File: config.mk
export PLATFORM = sky130hd
export DESIGN_NAME = app_add_error_monitor
export DESIGN_NICKNAME = d
export VERILOG_FILES = /design/src/rtl/app_add_error_monitor.sv
export SDC_FILE = /design/constraint.sdc
export NUM_CORES = 1
export LEC_CHECK = 0
export BUFFER_PORTS_ARGS = -buffer_cell sky130_fd_sc_hd__clkbuf_2
export CAP_MARGIN = 40
export CORE_MARGIN = 4
export CORE_UTILIZATION = 45
export CTS_CLUSTER_DIAMETER = 100
export CTS_CLUSTER_SIZE = 16
export DETAILED_ROUTE_END_ITERATION = 8
export GPL_ROUTABILITY_DRIVEN = 0
export PLACE_DENSITY = 0.66
export SLEW_MARGIN = 10
export SYNTH_ARGS = -nofsm -noshare
export SYNTH_HDL_FRONTEND = slang
export SYNTH_SLANG_ARGS = --single-unit
File: constraint.sdc
create_clock -name clk -period 6.6 [get_ports clk]
set_input_delay 1.98 -clock clk [delete_from_list [all_inputs] [get_ports clk]]
set_output_delay 1.98 -clock clk [all_outputs]
set_load 0.01 [all_outputs]
File: src/rtl/app_add_error_monitor.sv
// Windowed error-distance monitor for an exact/approximate adder pair.
// Reports mismatch count, max ED, summed ED and mean ED every 2^WINDOW_LOG2 samples.
module app_add_error_monitor #(
  parameter int WINDOW_LOG2 = 8
) (
  input  logic                      clk,
  input  logic                      reset,
  input  logic                      clear,
  input  logic                      sample_valid,
  output logic                      sample_ready,
  input  logic [31:0]               of_output_ori,
  input  logic [31:0]               of_output_app,
  output logic                      report_valid,
  input  logic                      report_ready,
  output logic [WINDOW_LOG2:0]      report_mismatch_count,
  output logic [31:0]               report_max_ed,
  output logic [32+WINDOW_LOG2-1:0] report_sum_ed,
  output logic [31:0]               report_mean_ed,
  output logic [15:0]               window_count
);

  localparam int SUM_W = 32 + WINDOW_LOG2;
  localparam logic [WINDOW_LOG2:0] LAST_IDX = {1'b0, {WINDOW_LOG2{1'b1}}};

  typedef enum logic [1:0] {
    ACCUM  = 2'd0,
    DRAIN  = 2'd1,
    REPORT = 2'd2
  } state_t;

  // Magnitude of the 33-bit difference; the low 32 bits of the negation equal
  // the negation of the low 32 bits, so only the sign bit is needed from bit 32.
  function automatic logic [31:0] calc_ed(input logic [31:0] ori, input logic [31:0] app);
    logic [32:0] diff;
    diff = {1'b0, ori} - {1'b0, app};
    if (diff[32]) begin
      return 32'd0 - diff[31:0];
    end else begin
      return diff[31:0];
    end
  endfunction

  state_t               state_r, state_nxt_s;
  logic                 sample_ready_r, report_valid_r;
  logic [WINDOW_LOG2:0] sample_cnt_r;
  logic                 s1_valid_r, s1_mis_r;
  logic [31:0]          s1_ed_r;
  logic [WINDOW_LOG2:0] mis_cnt_r;
  logic [31:0]          max_ed_r;
  logic [SUM_W-1:0]     sum_ed_r;
  logic [15:0]          window_cnt_r;
  logic                 accept_s, last_s, handshake_s;
  logic [31:0]          ed_s;

  assign accept_s    = sample_valid & sample_ready_r & ~clear;
  assign last_s      = accept_s & (sample_cnt_r == LAST_IDX);
  assign handshake_s = (state_r == REPORT) & report_ready & ~clear;
  assign ed_s        = calc_ed(of_output_ori, of_output_app);

  // Next-state logic; clear forces the window to restart.
  always_comb begin
    state_nxt_s = state_r;
    if (clear) begin
      state_nxt_s = ACCUM;
    end else begin
      case (state_r)
        ACCUM: begin
          if (last_s) begin
            state_nxt_s = DRAIN;
          end else begin
            state_nxt_s = ACCUM;
          end
        end
        DRAIN:  state_nxt_s = REPORT;
        REPORT: begin
          if (report_ready) begin
            state_nxt_s = ACCUM;
          end else begin
            state_nxt_s = REPORT;
          end
        end
        default: state_nxt_s = ACCUM;
      endcase
    end
  end

  // State register with registered handshake outputs decoded from the next state.
  always_ff @(posedge clk) begin
    if (reset) begin
      state_r        <= ACCUM;
      sample_ready_r <= 1'b0;
      report_valid_r <= 1'b0;
    end else begin
      state_r        <= state_nxt_s;
      sample_ready_r <= (state_nxt_s == ACCUM);
      report_valid_r <= (state_nxt_s == REPORT);
    end
  end

  // Stage 1 capture, sample counter and stage 2 accumulators.
  always_ff @(posedge clk) begin
    if (reset || clear || handshake_s) begin
      sample_cnt_r <= '0;
      s1_valid_r   <= 1'b0;
      s1_mis_r     <= 1'b0;
      s1_ed_r      <= 32'd0;
      mis_cnt_r    <= '0;
      max_ed_r     <= 32'd0;
      sum_ed_r     <= '0;
    end else begin
      if (accept_s) begin
        sample_cnt_r <= sample_cnt_r + {{WINDOW_LOG2{1'b0}}, 1'b1};
        s1_valid_r   <= 1'b1;
        s1_ed_r      <= ed_s;
        s1_mis_r     <= (ed_s != 32'd0);
      end else begin
        s1_valid_r   <= 1'b0;
      end
      if (s1_valid_r) begin
        sum_ed_r  <= sum_ed_r + {{WINDOW_LOG2{1'b0}}, s1_ed_r};
        mis_cnt_r <= mis_cnt_r + {{WINDOW_LOG2{1'b0}}, s1_mis_r};
        if (s1_ed_r > max_ed_r) begin
          max_ed_r <= s1_ed_r;
        end else begin
          max_ed_r <= max_ed_r;
        end
      end else begin
        sum_ed_r <= sum_ed_r;
      end
    end
  end

  // Completed-window counter; a report dropped by clear is not counted.
  always_ff @(posedge clk) begin
    if (reset) begin
      window_cnt_r <= 16'd0;
    end else if (handshake_s) begin
      window_cnt_r <= window_cnt_r + 16'd1;
    end else begin
      window_cnt_r <= window_cnt_r;
    end
  end

  assign sample_ready          = sample_ready_r;
  assign report_valid          = report_valid_r;
  assign report_mismatch_count = mis_cnt_r;
  assign report_max_ed         = max_ed_r;
  assign report_sum_ed         = sum_ed_r;
  assign report_mean_ed        = sum_ed_r[SUM_W-1:WINDOW_LOG2];
  assign window_count          = window_cnt_r;

endmodule
# Yosys cells after proc, flatten, opt, wreduce, memory -nomap -nowiden
# Index checks and enable logic that the tools add are counted.
# totals
regBits	144
latch_bits	0
ramBits	0
romBits	0
input_bits	69
wordCells	40
mem_count	0
# op_classes
add_sub_neg	6
multipliers	0
n_div	0
n_lt_le_gt_ge	1
n_eq_ne	4
shifts	0
n_mux	6
bitwise_logic	6
reduce_logical	6
# op_table
cell	count
$add A40 B32 Y40	1
$sub A32 B32 Y33	1
$gt A32 B32 Y1	1
$mux W32	1
$reduce_bool A32 Y1	1
$sub A1 B32 Y32 const A	1
$add A16 B1 Y16 const B	1
$add A9 B1 Y9	1
$add A9 B1 Y9 const B	1
$eq A9 B8 Y1 const B	1
$pmux W2 S3	1
$and A1 B1 Y1	5
$eq A2 B2 Y1 const B	2
$logic_not A2 Y1	2
$mux W2	2
$eq A2 B1 Y1 const B	1
$logic_or A1 B1 Y1	2
$mux W1	2
$reduce_and A2 Y1	1
$not A1 Y1	1

# Depth between registers and ports, before layout
# depth
depth_word	7
mapped_depth	18
mapped_depth_nobuf	17

# Worst setup path before layout
# No wires, ideal clock.
# synth_timing
path_kind	input port to flip-flop
from	input of_output_ori[0]
to	register s1_mis_r
setup_ps	127
arrival_ps	5566
slack_ps	907
cell_stages	18
n_path_buf	1
path_cell_list	inv_1 ha_1 inv_1 fa_1 a21o_1 a211oi_2 o21ba_2 o21ai_2 a2111oi_4 o21bai_1 a211o_2 or4b_1 buf_2 nand2b_1 a211oi_2 o2111ai_1 nor4_1 a21oi_1
# synth_between
elab_chain_cells	4
# synth_rtl
item	line	source
from (decl)	11	input logic [31:0] of_output_ori,
$sub A32 B32 Y33 *	35	diff = {1'b0, ori} - {1'b0, app};
$sub A1 B32 Y32	37	return 32'd0 - diff[31:0];
$mux W32 *	36	if (diff[32]) begin
$reduce_bool A32 Y1 *	115	s1_mis_r <= (ed_s != 32'd0);
to (signal assigned)	115	
to (decl)	46	logic s1_valid_r, s1_mis_r;
# Mark *: on every way between the ends. The rest lies on a longest branch, timed or not.
# A chain may end at the register's enable or synchronous reset.

# Worst setup path in the final report
# layout_timing
from	input of_output_app[11]
to	register s1_mis_r
# layout_between
elab_chain_cells	4
# layout_rtl
item	line	source
from (decl)	12	input logic [31:0] of_output_app,
$sub A32 B32 Y33 *	35	
$sub A1 B32 Y32	37	
$mux W32 *	36	
$reduce_bool A32 Y1 *	115	
# Marked as above.

==> key figures <==
Status
  – Outcome: finished clean

Clock network
  – CTS resizes: 0
  – Root Buffer: clkbuf_16
  – Htree depth: 4
  – Clock slew at reported path FFs: 0.07 ns
  – # Post-CTS Setup Buffers: 0
  – CTS sink cnt: 144
  – CTS max path bufs: 2
  – CTS Buf Count: 17
  – Clk_lat worst skew: 0.43 ns
  – Hold Buf Count CTS: 0
  – CTS tree: yes

Global route
  – Largest net degree at the start of global routing: 77
  – First-pass GRT wire length: 46300 um
  – Grt ovf: 0
  – Vias in the first global route: 9485
  – GRT Overall Usage: 0.195
  – Initial antenna violation count: 0

STA
  – Slew Viols, Final: 0
  – Fin. Hold Viols: 0
  – Fin crit share: 0.883
  – Clock Skews: 0.0119 ns
  – Unrepaired setup endpoints after global routing: no
  – Worst Tran Pin Value: 0.845 ns
  – Crit path time final: 5.83 ns
  – Final worst slack: 0.770 ns
  – Maximum clock rate: 0.172 GHz
  – Fin Setup TNS: 0 ns
  – Max-slew headroom: 0.433
  – Setup violators final: 0

Synth
  – YS warnings: 0
  – Net Count, Synth: 1619
  – Gate Count Post-Synth: 1445
  – Sequential-to-total area share from yosys stat: 0.255
  – Yosys cell types: 86
  – Register bit total from synthesis: 144
  – Syn Std Cell Area: 11300 sq um
  – Post-synth EDFFs: 0
  – Synth top area share: 0.255
  – Largest area contributor in the netlist: dfxtp_1
  – Syn_area_per_cell: 7.81 sq um
  – Synth Flop Type: dfxtp_1
  – Ys async rst share: 0
  – Leading post-synthesis cells by cell area: dfxtp_1 (26%), ha_1 (11%), nor2_1 (6.9%), mux2i_1 (5.0%), xnor2_1 (4.7%)

Worst setup path
  – Crit path capture type: flip-flop
  – Critical Path Start Type: primary input
  – Required @ worst endpoint: 6.90 ns
  – Data arrival, critical path: 6.13 ns
  – CP Class: primary input to flip-flop
  – CP Max Fanout: 11

Pwr
  – P_sw: 0.770 mW
  – Pwr dens: 184 nW/um^2
  – Seq pwr share: 0.373
  – Logic pwr share: 0.247
  – Switching share of power: 0.325
  – VDD IR max: 0.170 mV
  – Internal power: 1.60 mW
  – Leak: 5.73 nW
  – Clk pwr share: 0.380

Floorplanning
  – Initial Util: 0.460
  – Die X: 166 um
  – Core area: 24500 sq um
  – Die area: 27700 sq um
  – I/O pin count: 200
  – Die Ht: 166 um
  – Rows: 57

Route
  – Drt via density: 5.43
  – Initial DRC count: 573
  – DRC viols: 0
  – Antenna-violating nets left: 0
  – Pre-antenna DRT Iters: 6
  – Via count: 10400
  – Drt total wl: 28100 um
  – Routed WL per cell: 14.6 um

Placement
  – Pre-CTS setup slack: 0.413 ns
  – DPL Wire Length: 22200 um
  – Number of port buffers: 199

Min path
  – HP Class: flip-flop to flip-flop

Cells and area
  – Fin nets: 1762
  – Area added between synthesis and finish: 14.0%
  – Fraction of layout cells with a size suffix above 1: 0.179
  – Number of diodes: 0

Run
  – Max Cap Viol: 0
[power groups by stage]
| stage | Clock, mW | Sequential [mW] | Combinational, mW |
|---|---|---|---|
| after floorplan | 0 | 0.900 | 0.447 |
| after global placement | 0 | 0.904 | 0.571 |
| after detailed placement | 0 | 0.904 | 0.579 |
| after CTS | 0.920 | 0.884 | 0.581 |
| after global routing | 0.959 | 0.885 | 0.649 |
| final | 0.901 | 0.884 | 0.584 |
[per-layer routing]
| metal | track usage | part of all wire | vias to the layer above |
|---|---|---|---|
| met3 | 0.0293 | 0.050 | 27 |
| li1 | - | - | 5390 |
| met2 | 0.322 | 0.45 | 300 |
| met1 | 0.271 | 0.48 | 4731 |
| met5 | 0 | 0 | - |
| met4 | 0.0409 | 0.014 | 0 |
[worst max-delay path, stage by stage]
cell and delay (ns):
clkbuf_2 0.07, inv_1 0.03, ha_1 0.43, and2_1 0.21
nand3_1 0.12, a2111oi_1 0.60, o21ai_0 0.21, a21o_1 0.26
or4_1 0.50, or3_1 0.48, nor4_4 0.28, a21oi_1 0.14
xnor2_1 0.26, o2111ai_1 0.18, nor4_1 0.26, a21oi_1 0.10
[state kept, by name (all words and copies together), names as in the netlist]
name and cells:
report_sum_ed 40, report_max_ed 32, s1_ed_r 32, window_count 16, report_mismatch_count 9, sample_cnt_r 9, state_r 2, report_valid 1
s1_mis_r 1, s1_valid_r 1, sample_ready 1
[placed cells by master (no fill, tap or decap), types with 5 or more instances in the layout]
cell type / netlist / routed
clkbuf_16: 0 / 17
or2_2: 10 / 10
a21boi_0: 6 / 6
nor4_1: 9 / 9
xor2_1: 42 / 42
o21ai_0: 63 / 63
o21a_1: 19 / 19
a211oi_1: 34 / 34
a21o_1: 31 / 31
or3_1: 20 / 19
clkbuf_2: 0 / 199
o22ai_1: 5 / 5
a211o_1: 5 / 5
xnor2_1: 61 / 61
nand4_1: 24 / 24
nand2b_1: 13 / 13
nand3_1: 40 / 39
ha_1: 103 / 103
nor2_1: 208 / 207
nor2b_1: 19 / 19
a31oi_1: 7 / 7
and3_1: 10 / 10
and2_1: 6 / 6
buf_4: 32 / 9
nor3b_1: 6 / 6
mux2i_1: 56 / 56
o211ai_1: 7 / 7
a21oi_1: 102 / 102
o21bai_1: 8 / 8
nor3_1: 34 / 34
nand2_1: 86 / 86
dfxtp_1: 144 / 143
inv_1: 91 / 91
[final cells by class]
class                   count  area, sq um
flip-flops and latches    144         2880
multi-input cells        1124         7590
fillers                  2392        11700
clock buffers              17          425
repair buffers            209         1090
clock inverters            15          128
inverters                  92          345
well taps                 324          405
[synth_stat cells, types with 7 or more instances]
cell type  number
nand2b_1       13
a31oi_1         7
a21o_1         31
nand4_1        24
a21oi_1       102
nor3_1         34
nor2_1        208
nand3_1        40
nor2b_1        19
nand2_1        86
o21a_1         19
o21bai_1        8
o21ai_0        63
and3_1         10
o211ai_1        7
ha_1          103
xor2_1         42
nor4_1          9
clkbuf_1       39
inv_1          91
or3_1          20
dfxtp_1       144
xnor2_1        61
mux2i_1        56
a211oi_1       34
buf_4          32
or2_2          10
[path summary, 6_finish.rpt]
path | from | to | slack (ns) | cells after the start
worst max register to register | s1_ed_r[1] | report_sum_ed[39] | 2.72 | 14
worst min-delay path | window_count[15] | window_count[15] | 0.49 | 2
worst min register to register | window_count[15] | window_count[15] | 0.49 | 2
worst max-delay path | of_output_app[11] | s1_mis_r | 0.77 | 16
[per-stage QoR]
| stage | util | hold WS, ns | power [mW] | instance area (sq um) | std cells |
|---|---|---|---|---|---|
| after floorplan | - | 0.458 | 1.35 | 11300 | 1445 |
| after global placement | 0.501 | 0.467 | 1.47 | 12300 | 1892 |
| after detailed placement | 0.502 | 0.484 | 1.48 | 12300 | 1893 |
| after CTS | 0.524 | 0.493 | 2.38 | 12900 | 1925 |
| after global routing | 0.524 | 0.515 | 2.49 | 12900 | 1925 |
| final | 0.524 | 0.495 | 2.37 | 12900 | 1925 |
[logic make-up after synthesis]
kind of cell	share of synthesized area
buffers and inverters	0.0740
muxes	0.0497
AOI/OAI and AO/OA	0.199
DFF	0.255
xor gates and xnor gates	0.0799
and+or+nand+nor	0.224
adders and majority gates	0.118
No activity file was read; power rests on OpenSTA's default activity.
